==> src/rtl/game_pkg.sv <==
// Shared types and default parameters for the game-state controller.
package game_pkg;

  // Encoding of the gameover code handed to the overlay stage.
  typedef enum logic [1:0] {
    GO_NONE  = 2'b00,
    GO_TOM   = 2'b01,
    GO_JERRY = 2'b10
  } go_code_t;

  // Round state.
  typedef enum logic [1:0] {
    S_IDLE = 2'b00,
    S_RUN  = 2'b01,
    S_OVER = 2'b10
  } state_t;

  localparam int DEF_FRAMES_PER_SEC = 60;
  localparam int DEF_GAME_TIME_S    = 60;
  localparam int DEF_CATCH_DIST     = 32;

endpackage

==> src/rtl/frame_timer.sv <==
// Frame counter and whole-second countdown for one round.
// sec_wrap is high in the cycle where an enabled tick wraps the frame counter.
module frame_timer #(
  parameter int FRAMES_PER_SEC = 60,
  parameter int GAME_TIME_S    = 60
) (
  input  logic       clk,
  input  logic       rst,
  input  logic       load,
  input  logic       en,
  input  logic       tick,
  output logic       sec_wrap,
  output logic [7:0] time_left
);

  localparam int CW = (FRAMES_PER_SEC > 1) ? $clog2(FRAMES_PER_SEC) : 1;

  logic [CW-1:0] frame_cnt;
  logic          at_last;

  assign at_last  = (frame_cnt == CW'(FRAMES_PER_SEC - 1));
  assign sec_wrap = en & tick & at_last;

  // Count frames on enabled ticks; drop one second per wrap, saturating at 0.
  always_ff @(posedge clk) begin
    if (rst || load) begin
      frame_cnt <= '0;
      time_left <= 8'(GAME_TIME_S);
    end else if (en && tick) begin
      if (at_last) begin
        frame_cnt <= '0;
        if (time_left != 8'd0) time_left <= time_left - 8'd1;
      end else begin
        frame_cnt <= frame_cnt + CW'(1);
      end
    end
  end

endmodule

==> src/rtl/game_over_ctl.sv <==
// Game-state controller: edge detection of vblnk/start, per-frame catch check,
// round FSM and latched winner code for the overlay stage.
//
// Handshake: there is no valid/ready interface here; vblnk and start are
// levels whose rising edges (first sampled high) are the events, and every
// output is registered, so it reflects an event one clock after it is seen.
module game_over_ctl
  import game_pkg::*;
#(
  parameter int FRAMES_PER_SEC = DEF_FRAMES_PER_SEC,
  parameter int GAME_TIME_S    = DEF_GAME_TIME_S,
  parameter int CATCH_DIST     = DEF_CATCH_DIST
) (
  input  logic        clk,
  input  logic        rst,
  input  logic        vblnk,
  input  logic        start,
  input  logic [10:0] tom_x,
  input  logic [10:0] tom_y,
  input  logic [10:0] jerry_x,
  input  logic [10:0] jerry_y,
  output logic [1:0]  gameover,
  output logic [7:0]  time_left,
  output logic        running,
  output logic [1:0]  state_dbg
);

  logic     vblnk_d, start_d;
  logic     tick, go;
  state_t   state_q, state_d;
  go_code_t gameover_q, gameover_d;
  logic     load, en, sec_wrap;

  logic signed [11:0] dx_s, dy_s;
  logic        [11:0] dx, dy;
  logic               catch_hit;

  // Remember previous levels for rising-edge detection.
  always_ff @(posedge clk) begin
    if (rst) begin
      vblnk_d <= 1'b0;
      start_d <= 1'b0;
    end else begin
      vblnk_d <= vblnk;
      start_d <= start;
    end
  end

  assign tick = vblnk & ~vblnk_d;
  assign go   = start & ~start_d;

  // Positions are zero-extended so the 12-bit difference never overflows.
  assign dx_s = $signed({1'b0, tom_x}) - $signed({1'b0, jerry_x});
  assign dy_s = $signed({1'b0, tom_y}) - $signed({1'b0, jerry_y});
  assign dx   = dx_s[11] ? 12'(-dx_s) : 12'(dx_s);
  assign dy   = dy_s[11] ? 12'(-dy_s) : 12'(dy_s);
  assign catch_hit = tick && (dx < 12'(CATCH_DIST)) && (dy < 12'(CATCH_DIST));

  frame_timer #(
    .FRAMES_PER_SEC(FRAMES_PER_SEC),
    .GAME_TIME_S   (GAME_TIME_S)
  ) u_timer (
    .clk      (clk),
    .rst      (rst),
    .load     (load),
    .en       (en),
    .tick     (tick),
    .sec_wrap (sec_wrap),
    .time_left(time_left)
  );

  // State and winner registers.
  always_ff @(posedge clk) begin
    if (rst) begin
      state_q    <= S_IDLE;
      gameover_q <= GO_NONE;
    end else begin
      state_q    <= state_d;
      gameover_q <= gameover_d;
    end
  end

  // Next state, winner code and timer control. A catch suppresses the timer
  // on its tick, which freezes time_left and gives the catch priority.
  always_comb begin
    state_d    = state_q;
    gameover_d = gameover_q;
    load       = 1'b0;
    en         = 1'b0;
    case (state_q)
      S_IDLE: begin
        load       = 1'b1;
        gameover_d = GO_NONE;
        if (go) state_d = S_RUN;
      end
      S_RUN: begin
        en = ~catch_hit;
        if (catch_hit) begin
          state_d    = S_OVER;
          gameover_d = GO_TOM;
        end else if (sec_wrap && (time_left == 8'd1)) begin
          state_d    = S_OVER;
          gameover_d = GO_JERRY;
        end
      end
      S_OVER: begin
        if (go) begin
          state_d    = S_RUN;
          load       = 1'b1;
          gameover_d = GO_NONE;
        end
      end
      default: begin
        state_d    = S_IDLE;
        gameover_d = GO_NONE;
      end
    endcase
  end

  assign gameover  = gameover_q;
  assign running   = (state_q == S_RUN);
  assign state_dbg = state_q;

endmodule

==> config.mk <==
export PLATFORM = sky130hd
export DESIGN_NAME = game_over_ctl
export DESIGN_NICKNAME = d
export VERILOG_FILES = /design/src/rtl/game_pkg.sv /design/src/rtl/frame_timer.sv /design/src/rtl/game_over_ctl.sv
export SDC_FILE = /design/constraint.sdc
export NUM_CORES = 1
export LEC_CHECK = 0
export ABC_AREA = 1
export BUFFER_PORTS_ARGS = -buffer_cell sky130_fd_sc_hd__buf_2
export CAP_MARGIN = 20
export CORE_MARGIN = 2
export CORE_UTILIZATION = 25
export CTS_CLUSTER_DIAMETER = 40
export CTS_CLUSTER_SIZE = 24
export DETAILED_ROUTE_END_ITERATION = 10
export PLACE_DENSITY = 0.4
export SKIP_LAST_GASP = 1
export SYNTH_ARGS = -nofsm -noshare
export SYNTH_HDL_FRONTEND = slang
export SYNTH_SLANG_ARGS = --single-unit
==> constraint.sdc <==
create_clock -name clk -period 3.41 [get_ports clk]
set_input_delay 0.341 -clock clk [delete_from_list [all_inputs] [get_ports clk]]
set_output_delay 0.341 -clock clk [all_outputs]
set_load 0.05 [all_outputs]
=== Word-level counts from Yosys, hierarchy flattened ===
Cells that the tools add are included.

* Word-level logic and storage cells: 52
* Flip-flop bits (word level): 20
* Output and inout bits: 13
* Bits of input ports: 48

* Add/subtract/negate cells: 6
* Reduce and logical (&&, ||, !) cells: 11
* $lt $le $gt $ge: 2
* Eq/ne operators: 7
* Bitwise gates (word level): 7
* Mux-type cells: 13

{| class="wikitable"
|+ Operator list
! operator !! number
|-
| 12-bit by 6-bit less-than comparator with 1-bit output, second input constant || 2
|-
| 12-bit 2-to-1 mux || 2
|-
| 12-bit negator || 2
|-
| 11-bit by 11-bit subtractor with 12-bit output || 2
|-
| 2-bit 2-to-1 mux || 5
|-
| 8-bit by 1-bit == test with 1-bit output, second input constant || 1
|-
| 2-bit one-hot mux with 2 select lines || 2
|-
| 8-bit nonzero test || 1
|-
| 8-bit by 1-bit subtractor with 8-bit output, second input constant || 1
|-
| 6-bit by 1-bit adder with 6-bit output, second input constant || 1
|-
| 6-bit == test, second input constant || 1
|-
| 6-bit 2-to-1 mux || 1
|-
| 1-bit bitwise AND || 4
|-
| 1-bit logical AND || 4
|-
| 2-bit AND reduction || 2
|-
| 3-bit by 1-bit inequality test with 1-bit output, second input constant || 1
|-
| 1-bit NOT || 3
|-
| 3-bit AND reduction || 1
|-
| 2-bit by 1-bit == test with 1-bit output, second input constant || 1
|-
| 2-bit == test, second input constant || 1
|-
| 2-bit zero test || 1
|-
| 1-bit 2-to-1 mux || 2
|-
| 2-bit by 1-bit inequality test with 1-bit output, second input constant || 1
|-
| 2-bit inequality test, second input constant || 1
|-
| 3 further kinds || 3
|}

=== Longest topological paths before layout ===
* Depth in word-level cells: 14
* Mapped depth: 24
* Mapped depth without buffers: 24

=== Modules after synthesis ===
Synthesis repeated with hierarchy kept, for this count alone.

* Cell total of the unflattened synthesis: 499
* Area, all modules: 2825.2 sq um

{| class="wikitable"
|+ Modules (own cells, without submodules)
! module !! area each (sq um) !! times used !! seq. area each (sq um) !! cells each
|-
| game_over_ctl || 2035.7 || 1 || 120.1 || 381
|-
| frame_timer || 789.5 || 1 || 280.3 || 118
|}

=== Worst setup path before layout ===
OpenSTA, ideal clock, no wires.

* Path kind: input-to-reg
* Start: in tom_y[0]
* End: reg u_timer.time_left[0]
* Arrival time: 2.496 ns
* Data required time: 3.296 ns
* Path buffers: 0
* Setup time: 0.114 ns
* Slack: 0.800 ns
* Stages: 21
* Cell sequence: inv_1 > ha_1 > fa_1 > inv_1 > nand2_1 > nand2_2 > nand2_1 > nand2_1 > nand3_2 > nor2_4 > nand3_2 > o21bai_4 > nand2_1 > nand2_1 > nand2_2 > nand3_2 > nand3_4 > nor2_4 > nand2_4 > o21ai_1 > nor2_1

* Word-level cells in the longest chain between the ends: 9

{| class="wikitable"
|+ RTL lines
! element !! line !! text
|-
| from (decl) || game_over_ctl.sv:19 || <nowiki>input logic [10:0] tom_y,</nowiki>
|-
| 11-bit by 11-bit subtractor with 12-bit output * || game_over_ctl.sv:54 || <nowiki>assign dy_s = $signed({1'b0, tom_y}) - $signed({1'b0, jerry_y});</nowiki>
|-
| 12-bit negator || game_over_ctl.sv:56 || <nowiki>assign dy = dy_s[11] ? 12'(-dy_s) : 12'(dy_s);</nowiki>
|-
| 12-bit 2-to-1 mux * || game_over_ctl.sv:56 ||
|-
| 12-bit by 6-bit less-than comparator with 1-bit output * || game_over_ctl.sv:57 || <nowiki>assign catch_hit = tick && (dx < 12'(CATCH_DIST)) && (dy < 12'(CATCH_DIST));</nowiki>
|-
| 1-bit logical AND * || game_over_ctl.sv:57 ||
|-
| 1-bit NOT * || game_over_ctl.sv:97 || <nowiki>en = ~catch_hit;</nowiki>
|-
| 1-bit 2-to-1 mux * || game_over_ctl.sv:90 || <nowiki>case (state_q)</nowiki>
|-
| 1-bit logical AND * || frame_timer.sv:29 || <nowiki>end else if (en && tick) begin</nowiki>
|-
| 3-bit AND reduction (no line) * || n/a ||
|-
| to (signal assigned) || frame_timer.sv:28 || <nowiki>time_left <= 8'(GAME_TIME_S);</nowiki>
|-
| to (signal assigned) || frame_timer.sv:32 || <nowiki>if (time_left != 8'd0) time_left <= time_left - 8'd1;</nowiki>
|-
| to (decl) || frame_timer.sv:13 || <nowiki>output logic [7:0] time_left</nowiki>
|}

Every way passes the cells marked *; elsewhere a longest branch is shown, timed or not.
A chain may end at the register's enable or synchronous reset.

=== Worst setup path after layout ===
* Start: in tom_y[0]
* End: reg u_timer.frame_cnt[2]

* Word-level cells in the longest chain between the ends: 8

{| class="wikitable"
|+ RTL lines
! element !! line !! text
|-
| 11-bit by 11-bit subtractor with 12-bit output * || game_over_ctl.sv:54 ||
|-
| 12-bit negator || game_over_ctl.sv:56 ||
|-
| 12-bit 2-to-1 mux * || game_over_ctl.sv:56 ||
|-
| 12-bit by 6-bit less-than comparator with 1-bit output * || game_over_ctl.sv:57 ||
|-
| 1-bit logical AND * || game_over_ctl.sv:57 ||
|-
| 1-bit NOT * || game_over_ctl.sv:97 ||
|-
| 1-bit 2-to-1 mux * || game_over_ctl.sv:90 ||
|-
| 1-bit logical AND * || frame_timer.sv:29 ||
|-
| to (signal assigned) || frame_timer.sv:34 || <nowiki>frame_cnt <= frame_cnt + CW'(1);</nowiki>
|-
| to (decl) || frame_timer.sv:18 || <nowiki>logic [CW-1:0] frame_cnt;</nowiki>
|}

Marked as above.

==> insert_results.sql <==
INSERT INTO impl_metrics (metric_group, metric, value, unit) VALUES
('yosys', 'yosys.area.top_type_share', '23.9', '%'),
('routing', 'post-route-drc-count', '0', ''),
('clock_tree', 'post_cts_resize_count', '0', ''),
('yosys', 'yosys.area_share.adder', '13.1', '%'),
('worst_setup_path', 'start_kind', 'input port', ''),
('clock_tree', 'clock-sinks', '20', ''),
('sta', 'timing.fmax', '0.364', 'GHz'),
('yosys', 'synthXorXnorAreaFrac', '3.24', '%'),
('pwr', 'p_leak', '1.82', 'nW'),
('sta', 'final.min_clock_period', '2.75', 'ns'),
('yosys', 'avgSynthCellArea', '5.62', 'sq um'),
('yosys', 'synth-seq-cells', '20', ''),
('min_path', 'worstHoldPathType', 'input port to flip-flop', ''),
('floorplanning', 'io_count', '61', ''),
('clock_tree', 'cts_root_buf', 'sky130_fd_sc_hd__clkbuf_8', ''),
('sta', 'relSlewSlack', '49.2', '%'),
('sta', 'finalHoldViolCount', '0', ''),
('routing', 'route.vias.total', '2948', ''),
('clock_tree', 'cts_hold_repair.buffers', '0', ''),
('floorplanning', 'floorplan.initialDensity', '25.9', '%'),
('sta', 'finalClockSkew', '0.00366', 'ns'),
('routing', 'route.final.wire_length', '6660', 'um'),
('worst_setup_path', 'required_time_worst_endpoint', '3.55', 'ns'),
('sta', 'final_min_period_over_clock_period', '80.5', '%'),
('yosys', 'syn_warnings', '0', ''),
('yosys', 'post-synth-top-count-cell', 'sky130_fd_sc_hd__nand2_1', ''),
('yosys', 'combinational_family_with_the_most_area_after_synthesis', 'simple AND/OR/NAND/NOR gates', ''),
('pwr', 'finalPower', '0.813', 'mW'),
('yosys', 'synth.top_cells.by_count', 'sky130_fd_sc_hd__nand2_1, sky130_fd_sc_hd__inv_1, sky130_fd_sc_hd__nand3_1, sky130_fd_sc_hd__nor2_1, sky130_fd_sc_hd__ha_1', ''),
('run', 'drv_cap', '0', ''),
('yosys', 'synth-compound-area-share', '7.04', '%'),
('yosys', 'multiplexer_area_fraction_after_synthesis', '0', '%'),
('routing', 'wl_per_cell', '9.78', 'um'),
('status', 'status', 'completed', ''),
('placed_design', 'detailedPlacementHpwl', '5740', 'um'),
('global_route', 'grt_antenna_before_repair', '0', ''),
('yosys', 'synth.lib_cells_used.distinct', '30', ''),
('placed_design', 'finalWeightedCongestion', '0.768', ''),
('worst_setup_path', 'worstPathArrival', '2.88', 'ns'),
('global_route', 'grt_first_pass_wirelength', '11900', 'um'),
('clock_tree', 'insertion_delay', '0.26', 'ns'),
('worst_setup_path', 'worst-path-max-fanout', '8', ''),
('floorplanning', 'design.die.area', '11700', 'sq um'),
('final_layout', 'post_route_cells_drive_above_1_share', '16.7', '%'),
('yosys', 'synthFlopType', 'sky130_fd_sc_hd__dfxtp_1', ''),
('yosys', 'library_cell_with_the_largest_summed_area_after_synthesis', 'sky130_fd_sc_hd__nand2_1', ''),
('worst_setup_path', 'critical_path_class', 'input port to flip-flop', ''),
('sta', 'transition_time_of_the_tightest_slew_check_pin', '0.753', 'ns'),
('routing', 'detailedRoute.firstPassIterationCount', '4', ''),
('yosys', 'netlist_instances', '481', ''),
('worst_setup_path', 'crit_path_end_kind', 'flip-flop', ''),
('routing', 'avgViaCountPerCell', '4.33', ''),
('final_layout', 'layout.nets', '621', ''),
('yosys', 'synth-simple-area-share', '48.3', '%'),
('placed_design', 'port-buffer-count', '60', ''),
('clock_tree', 'cts_tree', 'yes', ''),
('global_route', 'vias_in_the_first_global_route', '2742', ''),
('global_route', 'track_usage', '12.0', '%'),
('clock_tree', 'numCtsBuffers', '3', ''),
('final_layout', 'num_antenna_cells', '0', ''),
('yosys', 'synth_area_leaders', 'sky130_fd_sc_hd__nand2_1, sky130_fd_sc_hd__dfxtp_1, sky130_fd_sc_hd__inv_1, sky130_fd_sc_hd__ha_1, sky130_fd_sc_hd__nand3_1', ''),
('global_route', 'grt_max_degree', '12', ''),
('sta', 'setup_viol', '0', ''),
('yosys', 'postSynth.asyncResetShare', '0', '%'),
('clock_tree', 'clockBufferDepth', '2', ''),
('routing', 'initialDrtViolationCount', '48', ''),
('clock_tree', 'clkSlewWorstSetupHoldPaths', '0.08', 'ns'),
('final_layout', 'synthToLayoutAreaGrowth', '19.5', '%'),
('floorplanning', 'core_region_area', '10400', 'sq um'),
('routing', 'antenna_violating_nets_post_route', '0', ''),
('global_route', 'globalRouteOverflowTotal', '0', '');
power breakdown:
part | internal (mW) | switching (mW) | total (mW)
clock network | 0.103 | 0.0799 | 0.183
logic | 0.141 | 0.249 | 0.390
registers | 0.237 | 0.00279 | 0.240
area by class of cell:
class                      count  area, sq um
fill                        1232         7190
timing repair buffer          60          300
inverter                      96          365
multi-input combinational    365         1940
clock buffer                   4         55.1
tap                          136          170
sequential                    20          400
cell usage in the layout, fill, tap and decap left out, types with 8 or more instances in the layout:
cell type,n
sky130_fd_sc_hd__ha_1,25
sky130_fd_sc_hd__nand2_1,172
sky130_fd_sc_hd__nand3_1,44
sky130_fd_sc_hd__buf_2,60
sky130_fd_sc_hd__nand4_1,10
sky130_fd_sc_hd__dfxtp_1,20
sky130_fd_sc_hd__nand2_2,8
sky130_fd_sc_hd__a21oi_1,21
sky130_fd_sc_hd__nor2_1,41
sky130_fd_sc_hd__inv_1,93
through the flow:
stage	util, %	setup slack [ns]	instance area (sq um)	hold WS (ns)	std cells
2_1_floorplan	-	0.800	2700	0.410	481
3_3_place_gp	30.5	0.490	3170	0.455	677
3_5_place_dp	30.5	0.399	3170	0.459	677
4_1_cts	31.0	0.672	3230	0.294	681
5_1_grt	31.0	0.427	3230	0.307	681
6_report	31.0	0.664	3230	0.294	681
metal layers:
| layer | global-route usage, % | vias to the layer above | wire length [um] |
|---|---|---|---|
| met1 | 16.8 | 1259 | 3470 |
| li1 | - | 1627 | - |
| met2 | 20.5 | 58 | 2900 |
| met5 | 0 | - | 0 |
| met4 | 1.10 | 0 | 61 |
| met3 | 1.45 | 4 | 225 |
logic make-up after synthesis:
kind of cell               Yosys count
adders and majority gates           27
AOI/OAI and AO/OA                   32
xor gates and xnor gates            10
and+or+nand+nor                    296
DFF                                 20
buffers and inverters               96
worst max-delay path, stage by stage:
cell	delay, ns
sky130_fd_sc_hd__buf_2	0.07
sky130_fd_sc_hd__inv_1	0.03
sky130_fd_sc_hd__ha_1	0.21
sky130_fd_sc_hd__fa_1	0.39
sky130_fd_sc_hd__inv_1	0.09
sky130_fd_sc_hd__nand2_1	0.08
sky130_fd_sc_hd__nand2_2	0.09
sky130_fd_sc_hd__nand3_1	0.09
sky130_fd_sc_hd__nand2_1	0.07
sky130_fd_sc_hd__nand2_1	0.08
sky130_fd_sc_hd__nand2_1	0.08
sky130_fd_sc_hd__nand3_2	0.12
sky130_fd_sc_hd__o21bai_4	0.16
sky130_fd_sc_hd__nand2_1	0.07
sky130_fd_sc_hd__nand2_1	0.07
sky130_fd_sc_hd__nand2_2	0.06
sky130_fd_sc_hd__nand3_2	0.10
sky130_fd_sc_hd__nand3_4	0.12
sky130_fd_sc_hd__o21ai_0	0.46
sky130_fd_sc_hd__nor2_1	0.09
registers in the layout (all words and copies together), names as in the netlist:
name	cells
u_timer.time_left	8
vblnk_d	1
state_dbg	2
gameover	2
u_timer.frame_cnt	6
start_d	1
worst paths after layout:
kind                              from              endpoint  slack, ns  cells after the start
hold reg to reg            gameover[1]           gameover[1]       0.46                      2
setup / recovery              tom_y[0]  u_timer.frame_cnt[2]       0.66                     20
setup reg to reg  u_timer.time_left[4]           gameover[1]       1.30                      8
hold / removal                   vblnk               vblnk_d       0.29                      3
Note: power is estimated with default switching activity, not from simulation.
